<file path="src/rtl/pulse_level_gen.sv">
// pulse_level_gen
//
// Turns single-cycle strobes into clean fixed-width levels: each accepted strobe
// produces HIGH_CYCLES cycles of pulse_out=1 followed by GAP_CYCLES cycles of
// pulse_out=0. Downstream edge detectors therefore see exactly one rising edge
// per strobe. Strobes arriving while a level is in progress are queued in a
// saturating pending counter and replayed back to back.
//
// Build option:
//   PULSE_QUEUE_EN  defined   -> strobes during HIGH/GAP are queued (up to 2^PEND_W-1)
//                   undefined -> no queue; such strobes are dropped, except a strobe
//                                on the final GAP cycle, which starts the next level
//
// Ports:
//   clk        system clock, rising edge
//   rst        synchronous active-low reset
//   strobe     one request per high cycle
//   pulse_out  generated level (registered)
//   busy       high whenever the FSM is not idle (registered)
//   pending    queued requests not yet started (0 when the queue is not built)
//   overflow   one-cycle registered pulse per dropped request
module pulse_level_gen #(
   parameter int unsigned HIGH_CYCLES = 16,
   parameter int unsigned GAP_CYCLES  = 16,
   parameter int unsigned CNT_W       = 8,
   parameter int unsigned PEND_W      = 4
) (
   input  logic              clk,
   input  logic              rst,
   input  logic              strobe,
   output logic              pulse_out,
   output logic              busy,
   output logic [PEND_W-1:0] pending,
   output logic              overflow
);

   typedef enum logic [1:0] {StIdle, StHigh, StGap} state_e;

   localparam logic [CNT_W-1:0] HighLoad = CNT_W'(HIGH_CYCLES - 1);
   localparam logic [CNT_W-1:0] GapLoad  = CNT_W'(GAP_CYCLES - 1);

   state_e           state_q, state_d;
   logic [CNT_W-1:0] cnt_q, cnt_d;
   logic             pulse_q, pulse_d;
   logic             busy_q, busy_d;
   logic             ovf_q;

   logic gap_end;   // last GAP cycle: the level/idle decision is made here
   logic pend_nz;
   logic consumed;  // strobe starts a level directly this cycle
   logic drop;

   assign gap_end  = (state_q == StGap) && (cnt_q == '0);
   assign consumed = strobe && ((state_q == StIdle) || (gap_end && !pend_nz));

   // State register
   always_ff @(posedge clk) begin
      if (!rst) begin
         state_q <= StIdle;
         cnt_q   <= '0;
      end else begin
         state_q <= state_d;
         cnt_q   <= cnt_d;
      end
   end

   // Next-state logic
   always_comb begin
      state_d = state_q;
      cnt_d   = cnt_q;
      unique case (state_q)
         StIdle: begin
            if (strobe) begin
               state_d = StHigh;
               cnt_d   = HighLoad;
            end
         end
         StHigh: begin
            if (cnt_q != '0) begin
               cnt_d = cnt_q - 1'b1;
            end else begin
               state_d = StGap;
               cnt_d   = GapLoad;
            end
         end
         StGap: begin
            if (cnt_q != '0) begin
               cnt_d = cnt_q - 1'b1;
            end else if (pend_nz || strobe) begin
               state_d = StHigh;
               cnt_d   = HighLoad;
            end else begin
               state_d = StIdle;
            end
         end
         default: begin
            state_d = StIdle;
            cnt_d   = '0;
         end
      endcase
   end

   // Output logic, computed from the next state so the registered outputs
   // line up with the state register.
   always_comb begin
      pulse_d = (state_d == StHigh);
      busy_d  = (state_d != StIdle);
   end

   always_ff @(posedge clk) begin
      if (!rst) begin
         pulse_q <= 1'b0;
         busy_q  <= 1'b0;
         ovf_q   <= 1'b0;
      end else begin
         pulse_q <= pulse_d;
         busy_q  <= busy_d;
         ovf_q   <= drop;
      end
   end

`ifdef PULSE_QUEUE_EN
   localparam logic [PEND_W-1:0] PendMax = {PEND_W{1'b1}};

   logic [PEND_W-1:0] pend_q, pend_d;
   logic              enq;
   logic              deq;

   always_comb begin
      enq    = strobe && !consumed;
      deq    = gap_end && pend_nz;
      pend_d = pend_q;
      drop   = 1'b0;
      // Simultaneous enqueue and dequeue leaves the count unchanged, so a
      // full counter only drops when nothing leaves it this cycle.
      if (enq && !deq) begin
         if (pend_q == PendMax) begin
            drop = 1'b1;
         end else begin
            pend_d = pend_q + 1'b1;
         end
      end else if (deq && !enq) begin
         pend_d = pend_q - 1'b1;
      end
   end

   always_ff @(posedge clk) begin
      if (!rst) begin
         pend_q <= '0;
      end else begin
         pend_q <= pend_d;
      end
   end

   assign pend_nz = (pend_q != '0);
   assign pending = pend_q;
`else
   assign pend_nz = 1'b0;
   assign pending = '0;

   always_comb begin
      drop = strobe && !consumed;
   end
`endif

   assign pulse_out = pulse_q;
   assign busy      = busy_q;
   assign overflow  = ovf_q;

endmodule

</file>
<file path="config.mk">
export PLATFORM = sky130hd
export DESIGN_NAME = pulse_level_gen
export DESIGN_NICKNAME = d
export VERILOG_FILES = /design/src/rtl/pulse_level_gen.sv
export SDC_FILE = /design/constraint.sdc
export NUM_CORES = 1
export LEC_CHECK = 0
export BUFFER_PORTS_ARGS = -buffer_cell sky130_fd_sc_hd__buf_2
export CAP_MARGIN = 10
export CORE_ASPECT_RATIO = 0.75
export CORE_MARGIN = 2
export CORE_UTILIZATION = 25
export CTS_CLUSTER_DIAMETER = 150
export DETAILED_ROUTE_END_ITERATION = 10
export MAX_ROUTING_LAYER = met4
export PLACE_DENSITY_LB_ADDON = 0.3
export REMOVE_ABC_BUFFERS = 1
export SYNTH_ARGS = -nofsm -noshare
export SYNTH_HDL_FRONTEND = slang
export SYNTH_SLANG_ARGS = --single-unit
</file>
<file path="constraint.sdc">
create_clock -name clk -period 2.2 [get_ports clk]
set_input_delay 0.11 -clock clk [delete_from_list [all_inputs] [get_ports clk]]
set_output_delay 0.11 -clock clk [all_outputs]
set_load 0.02 [all_outputs]
</file>
==> metrics, run 1 <==
status=finished clean; Synthesis Warnings=0; non-filler cells, final=130; Syn-to-layout area delta=16.58%; arrival time at the worst endpoint=2.14 ns; Critical Path Fanout Max=7; share of layout cells above drive strength 1=17.02%; post-synthesis mux area share=1.411%; Diodes inserted=0; Port Buffers=5; HP Class=input pin to register; core area=0.002663 sq mm; Cells after DPL=126; Nets=99; CTS clk-pin slew, worst paths=about 0.050 ns; vias post-DR=about 630; VDD IR-drop max=400.1 uV; Post-Synth XOR/XNOR Area=under 10%; Max transition margin=63.91%; die area=0.003284 sq mm; Reg2Reg Setup Slack=0.22 ns; Detail Route Antenna Nets=0; CP Launch Type=register; Tot GR Track Use=12.12%; worst path required time=2.36 ns; Worst Setup Path Type=register to register; first-pass GRT wire length=2.891 mm; Post-Syn Instances=85; clock buffer depth=2; pin count of the biggest net entering global routing=15; Worst path max stage delay=0.57 ns; DRC Markers=0; routed wire length=1.666 mm; most common cell after layout, fill and taps aside=dfxtp_1; Netlist cell types=36; clk_skew=0.001320 ns; Worst Path Buf+Inv=0; crit-path cells=or4_1 > or4_1 > or4_1 > o21ai_0; Reg2Reg Capture Point=cnt_q[7]; clk_lat worst skew=0.24 ns; I/O Pins=10; delay-heaviest family, CP=simple AND/OR/NAND/NOR gates; vias in the first global route=622; Syn Area/Cell=approximately 8.3 sq um; initial DRC count=38; Initial Utilization=between 20% and 30%; Simple-Gate Fraction of Synth Area=a little over a quarter; critical path's slowest cell=or4_1; Rows=16; RSZ-0062 raised after global routing=false; sequential area share after synthesis=approximately 37%; Setup Buffers After CTS=0; most frequent cells in the layout=dfxtp_1 (13), nand2_1 (8), nor3_1 (5), buf_2 (5), buf_4 (5); Via density=4.854; DPL Wire Length=1.231 mm; Worst Hold Depth=2; DIE WIDTH=65.51 um; post-CTS sizing=0; post-synthesis adder-cell area fraction=1.764%; Mapped Area=709.4 sq um; Final Max Tran Viols=0; Final Hold Fails=0; CTS tree=built; clk sinks=13; largest family of logic cells by synthesized area=simple AND/OR/NAND/NOR gates; # setup viols final=0; post-synthesis compound-gate area fraction=21.87%; initial antenna violation count=0; register bit total from synthesis=13; Hold Path Sink=overflow; Die Ht=50.14 um; CTS root buf=clkbuf_8; # hold bufs at CTS=0; kind of end point of the critical path=register; Worst Max-Slew Pin Slew=0.5402 ns; max frequency=505.3 MHz; Num CTS Buffers=3; Lkg Pwr=around 0.35 nW; most frequent CP cell=or4_1; Max Cap Viol=0; power density over the cells=844.4 mW/mm^2; wire per inst=12.82 um; Final Wtd Congestion=0.8547; setup_tns=0 ns; final worst path period share=89.96%; crit path time final=1.979 ns; Pre-Repair DR Iteration Count=4; hold_sp=strobe; grt ovf=0; H-tree levels=1; reg2reg path depth=4; r2r startpoint=cnt_q[2]
flip-flops by register name, indices dropped and copies added (netlist names):
name	count
state_q	2
overflow	1
cnt_q	8
busy	1
pulse_out	1
cell type report:
class | instances | area (sq um)
clock buffers | 4 | 45.04
flip-flops and latches | 13 | 260.3
inverters | 4 | 15.01
well taps | 36 | 45.04
repair buffers | 10 | 62.56
fillers | 298 | 1836
multi-input cells | 63 | 399.1
cells in the mapped netlist:
cell | count | area (sq um)
a31oi_1 | 2 | 12.51
nand2_1 | 8 | 30.03
a211o_1 | 1 | 8.760
a21oi_1 | 4 | 20.02
o211ai_1 | 1 | 7.510
buf_2 | 1 | 5.000
inv_1 | 4 | 15.01
a21boi_0 | 2 | 15.01
dfxtp_1 | 13 | 260.3
buf_4 | 4 | 30.03
a221oi_1 | 1 | 8.760
conb_1 | 1 | 3.750
ha_1 | 1 | 12.51
o211a_1 | 2 | 20.02
nor2_1 | 3 | 11.26
a21boi_1 | 1 | 7.510
nor3_1 | 5 | 25.02
or3_2 | 1 | 7.510
nor4b_1 | 2 | 17.52
o21a_1 | 1 | 7.510
or2_2 | 1 | 6.260
a211oi_1 | 1 | 7.510
nor2b_1 | 1 | 6.260
nor3b_1 | 2 | 15.01
nand3_1 | 1 | 5.000
mux2i_1 | 1 | 10.01
and2b_2 | 1 | 8.760
o21ai_0 | 3 | 15.01
xor2_1 | 2 | 17.52
buf_1 | 1 | 3.750
a311oi_1 | 2 | 17.52
or4_1 | 3 | 22.52
clkbuf_1 | 2 | 7.510
nor4_1 | 3 | 18.77
nand3b_1 | 2 | 15.01
a22oi_1 | 1 | 7.510
power by group:
| group | internal, mW | switching [mW] |
|---|---|---|
| Combinational | 0.0897 | 0.115 |
| Sequential | 0.260 | 0.0257 |
| Clock | 0.128 | 0.0800 |
| Total | 0.477 | 0.221 |
cells by family after synthesis:
family | Yosys count
compound gates | 22
xor+xnor | 2
fa+ha+maj | 1
buf+inv | 12
flops | 13
mux | 1
other cells | 1
simple gates | 33
metrics by stage:
step | power, mW | setup WS, ns | hold slack (ns) | utilization (%) | instance area (sq um)
final | 0.6983 | 0.2208 | 0.1914 | 31.06 | 827.0
after global routing | 0.7484 | 0.09605 | 0.2009 | 31.06 | 827.0
after CTS | 0.7077 | 0.2265 | 0.1840 | 31.06 | 827.0
after detailed placement | 0.4937 | 0.2524 | 0.4415 | 29.37 | 782.0
after global placement | 0.4918 | 0.2632 | 0.4435 | 29.37 | 782.0
after floorplan | 0.4193 | 0.4006 | 0.2382 | - | 674.4
layer usage:
metal	GRT usage [%]	up-vias	routed length (um)
met3	5.605	0	137
met2	18.03	20	722
met1	14.92	288	806
met4	3.125	0	0
li1	-	323	-
met5	-	-	0
worst max path at each step:
stage          startpoint       end  slack [ns]  cells after the start
2_1_floorplan    cnt_q[0]  cnt_q[1]        0.40                      6
3_3_place_gp     cnt_q[2]  cnt_q[7]        0.26                      4
3_5_place_dp     cnt_q[2]  cnt_q[7]        0.25                      4
4_1_cts          cnt_q[2]  cnt_q[7]        0.23                      4
5_1_grt          cnt_q[1]  cnt_q[1]         0.1                      6
6_report         cnt_q[2]  cnt_q[7]        0.22                      4
Power figures use the tool's default switching activity.
==> run 2: changes to the inputs <==
- CTS_CLUSTER_DIAMETER: 150 -> default
- RECOVER_POWER: default -> 25
==> run 2 against run 1 <==
First-iteration DRC count did not move. Critical path depth is the same. Largest power group unchanged. Total power is 0.66% lower. Clock skew about the same. Final cell count did not move. Combinational power decreased by 2%. Maximum frequency is essentially flat. Die area unchanged. Largest cell class unchanged. Critical endpoint unchanged. Register-to-register slack is essentially flat. Worst setup slack is essentially flat. Worst hold slack got worse by 0.00074 ns.
==> metrics, run 2 (same netlist as run 1, synthesis figures left out) <==
initial DRC count=38; max FFs per register=8; HP Class=input pin to register; Max Cap Viol=0; wire per inst=12.83 um; grt ovf=0; Pre-Repair DR Iteration Count=4; status=finished clean; H-tree levels=1; Num CTS Buffers=3; DPL Wire Length=between 1 and 1.5 mm; Syn-to-layout area delta=15.52%; Final Max Tran Viols=0; Via density=4.846; kind of end point of the critical path=register; setup_tns=0 ns; Port Buffers=5; crit path time final=1.979 ns; CTS clk-pin slew, worst paths=about 0.05 ns; Die Ht=between 50 and 60 um; clk_skew=0.001319 ns; Lkg Pwr=around 0.33 nW; arrival time at the worst endpoint=2.14 ns; CTS tree=built; most flop-heavy register=cnt_q; WHS=0.1907 ns; Final Wtd Congestion=0.8547; most common cell after layout, fill and taps aside=dfxtp_1; I/O Pins=10; Diodes inserted=0; VDD IR-drop max=around 400 uV; DIE WIDTH=65.51 um; power density over the cells=846.5 mW/mm^2; share of power burned in registers=41.2%; Worst Setup Path Type=register to register; post-CTS sizing=0; Net Switching=0.2209 mW; clock buffer depth=2; final worst path period share=89.96%; worst path required time=2.36 ns; core area=0.002663 sq mm; Pint=approximately 0.47 mW; RSZ-0062 raised after global routing=false; CP Launch Type=register; Setup Buffers After CTS=0; Initial Utilization=26.64%; vias in the first global route=622; Detail Route Antenna Nets=0; sw frac=31.84%; Worst Max-Slew Pin Slew=0.5402 ns; Tot GR Track Use=12.12%; share of layout cells above drive strength 1=around 13%; initial antenna violation count=0; first-pass GRT wire length=approximately 2.9 mm; CTS root buf=clkbuf_8; max frequency=505.3 MHz; Max transition margin=63.91%; most frequent cells in the layout=dfxtp_1 (13), nand2_1 (8), nor3_1 (5), clkbuf_1 (5); DRC Markers=0; Critical Path Fanout Max=7; # hold bufs at CTS=0; Final Hold Fails=0; clk sinks=13; clk_lat worst skew=0.24 ns; vias post-DR=630; combinational power share=between 20% and 30%; Rows=16; # setup viols final=0; Nets=99; routed wire length=1.668 mm; pin count of the biggest net entering global routing=15; clock share of power=29.9%; die area=0.003284 sq mm; Largest regs=cnt_q: 8 flops, state_q: 2 flops
## run 2: cell type report
cell class | count | area, sq um
inverter | 4 | 15.01
tap | 36 | 45.04
fill | 300 | 1843
timing repair buffer | 10 | 55.05
clock buffer | 4 | 45.04
multi-input combinational | 63 | 399.1
sequential | 13 | 260.3
## run 2: per-layer routing
metal  up-vias  wire [um]  share of wire [%]  GRT usage (%)
met2        20        721                 43          18.03
met4         0          0                  0          3.125
met1       287        814                 49          14.92
li1        323          -                  -              -
met3         0        132                7.9          5.605
met5         -          0                  0              -
## run 2: path summary, 6_finish.rpt
| path | from | end | slack [ns] | depth (start not counted) |
|---|---|---|---|---|
| setup / recovery | cnt_q[2] | cnt_q[7] | 0.22 | 4 |
| hold / removal | strobe | overflow | 0.19 | 2 |
| setup reg to reg | cnt_q[2] | cnt_q[7] | 0.22 | 4 |
| hold reg to reg | cnt_q[5] | cnt_q[5] | 0.51 | 2 |
## run 2: power by group through the flow
stage	clock network (mW)	logic, mW	registers (mW)
finish	0.207	0.200	0.286
global route	0.229	0.223	0.291
CTS	0.217	0.204	0.286
detailed placement	0	0.203	0.291
global placement	0	0.201	0.291
floorplan	0	0.124	0.296
## run 2: critical path, cell delays in order, from the launching register on
cell	delay (ns)
dfxtp_1	0.35
or4_1	0.57
or4_1	0.47
or4_1	0.41
o21ai_0	0.10
## run 2: stage by stage
step / worst slack, ns / cells / util, % / cell area (sq um) / total power, mW
detailed placement: 0.2524 / 126 / 29.37 / 782.0 / 0.4937
finish: 0.2208 / 130 / 30.78 / 819.5 / 0.6937
floorplan: 0.4006 / 80 / - / 674.4 / 0.4193
global route: 0.09778 / 130 / 30.78 / 819.5 / 0.7437
CTS: 0.2265 / 130 / 31.06 / 827.0 / 0.7077
global placement: 0.2632 / 126 / 29.37 / 782.0 / 0.4918
==> run 3: changes to the inputs <==
- CELL_PAD_IN_SITES_DETAIL_PLACEMENT: default -> 1
- CELL_PAD_IN_SITES_GLOBAL_PLACEMENT: default -> 1
==> run 3 against run 2 <==
Combinational power increased by 4%. Critical endpoint unchanged. Total power rose by 1.5%. Highest routed layer is now met4. Non-clock buffer count grew 2.
==> metrics, run 3 (same netlist as run 1, synthesis figures left out) <==
DPL Wire Length=1.399 mm; VDD IR-drop max=331.3 uV; placed inst area=797.0 sq um; Final Hold Fails=0; Final Max Tran Viols=0; # hold bufs at CTS=0; DRC Markers=0; RSZ-0062 raised after global routing=false; routing usage on met3=5.157%; clk_lat worst skew=around 0.24 ns; Initial Utilization=a little over a quarter; I/O Pins=10; setup_tns=0 ns; clk sinks=13; grt ovf=0; max frequency=~530 MHz; delay-heaviest family, CP=simple AND/OR/NAND/NOR gates; Port Buffers=5; dpl ws=around 0.33 ns; final worst path period share=between 80% and 90%; clk_skew=0.002495 ns; Largest regs=cnt_q: 8 flops, state_q: 2 flops; Max Cap Viol=0; met1 GRT Util=between 10% and 20%; Pre-Repair DR Iteration Count=3; Detail Route Antenna Nets=0; power density over the cells=844.1 mW/mm^2; Worst Path Buf+Inv=0; Nets=101; pin count of the biggest net entering global routing=15; most flop-heavy register=cnt_q; CTS tree=built; max FFs per register=8; initial DRC count=43; Lkg Pwr=0.3429 nW; crit-path cells=or4_1 > or4_1 > or4_1 > o21ai_0; Syn-to-layout area delta=17.64%; Via density=4.992; Diodes inserted=0; CTS root buf=clkbuf_8; most frequent cells in the layout=dfxtp_1 (13), nand2_1 (8), buf_4 (6), nor3_1 (5), clkbuf_1 (5); most frequent CP cell=or4_1; clock buffer depth=2; # setup viols final=0; worst path required time=2.37 ns; first-pass GRT wire length=between 3 and 4 mm; share of layout cells above drive strength 1=between 10% and 20%; Die Ht=about 50 um; H-tree levels=1; Num CTS Buffers=3; CTS clk-pin slew, worst paths=0.05 ns; core area=0.002663 sq mm; Final Wtd Congestion=~0.85; Worst path max stage delay=0.55 ns; crit path time final=1.887 ns; WHS=0.1775 ns; kind of end point of the critical path=register; fin worst setup slack=0.3126 ns; Setup Buffers After CTS=0; routed wire length=between 1.5 and 2 mm; arrival time at the worst endpoint=2.06 ns; Worst Setup Path Type=register to register; vias in the first global route=roughly 620; status=finished clean; GRT busiest layer=met2; die area=0.003284 sq mm; met2 Usage GRT=18.03%; vias post-DR=659; DIE WIDTH=65.51 um; post-CTS sizing=0; initial antenna violation count=0; Tot GR Track Use=13.04%; wire per inst=13.64 um; Critical Path Fanout Max=7; HP Class=input pin to register; critical path's slowest cell=or4_1; CP Launch Type=register; most common cell after layout, fill and taps aside=dfxtp_1; Rows=16; design area=834.6 sq um
run 3: changes by cell type in the layout (fill, tap and decap cells not counted), sizes merged:
| cell | before | now |
|---|---|---|
| buf | 6 | 8 |
run 3: final cells by class:
cell class	count	area [sq um]
fill	325	1828
multi-input combinational	63	399.1
sequential	13	260.3
timing repair buffer	12	70.07
clock buffer	4	45.04
tap	36	45.04
inverter	4	15.01
run 3: path summary, 6_finish.rpt:
| kind | slack (ns) | cells after the start | endpoint | from |
|---|---|---|---|---|
| max | 0.31 | 4 | cnt_q[7] | cnt_q[2] |
| min | 0.18 | 2 | overflow | strobe |
| max reg2reg | 0.31 | 4 | cnt_q[7] | cnt_q[2] |
| min reg2reg | 0.51 | 2 | cnt_q[0] | cnt_q[0] |
run 3: per-stage QoR:
| stage | power, mW | utilization (%) | instances |
|---|---|---|---|
| final | 0.7044 | 31.34 | 132 |
| after detailed placement | 0.5032 | 29.93 | 128 |
| after global placement | 0.4961 | 29.93 | 128 |
| after global routing | 0.7601 | 31.34 | 132 |
| after CTS | 0.7227 | 31.63 | 132 |
| after floorplan | 0.4193 | - | 80 |
run 3: metal layers:
layer	up-vias	share of wire [%]
li1	329	-
met1	313	50
met2	13	42
met3	4	5.3
met4	0	1.9
met5	-	0
run 3: report_power, final:
| group | internal, mW | switching [mW] | leakage (nW) |
|---|---|---|---|
| registers | 0.260 | 0.0248 | 0.107 |
| clock network | 0.128 | 0.0837 | 0.0228 |
| logic | 0.0896 | 0.118 | 0.213 |
| total | 0.478 | 0.227 | 0.343 |
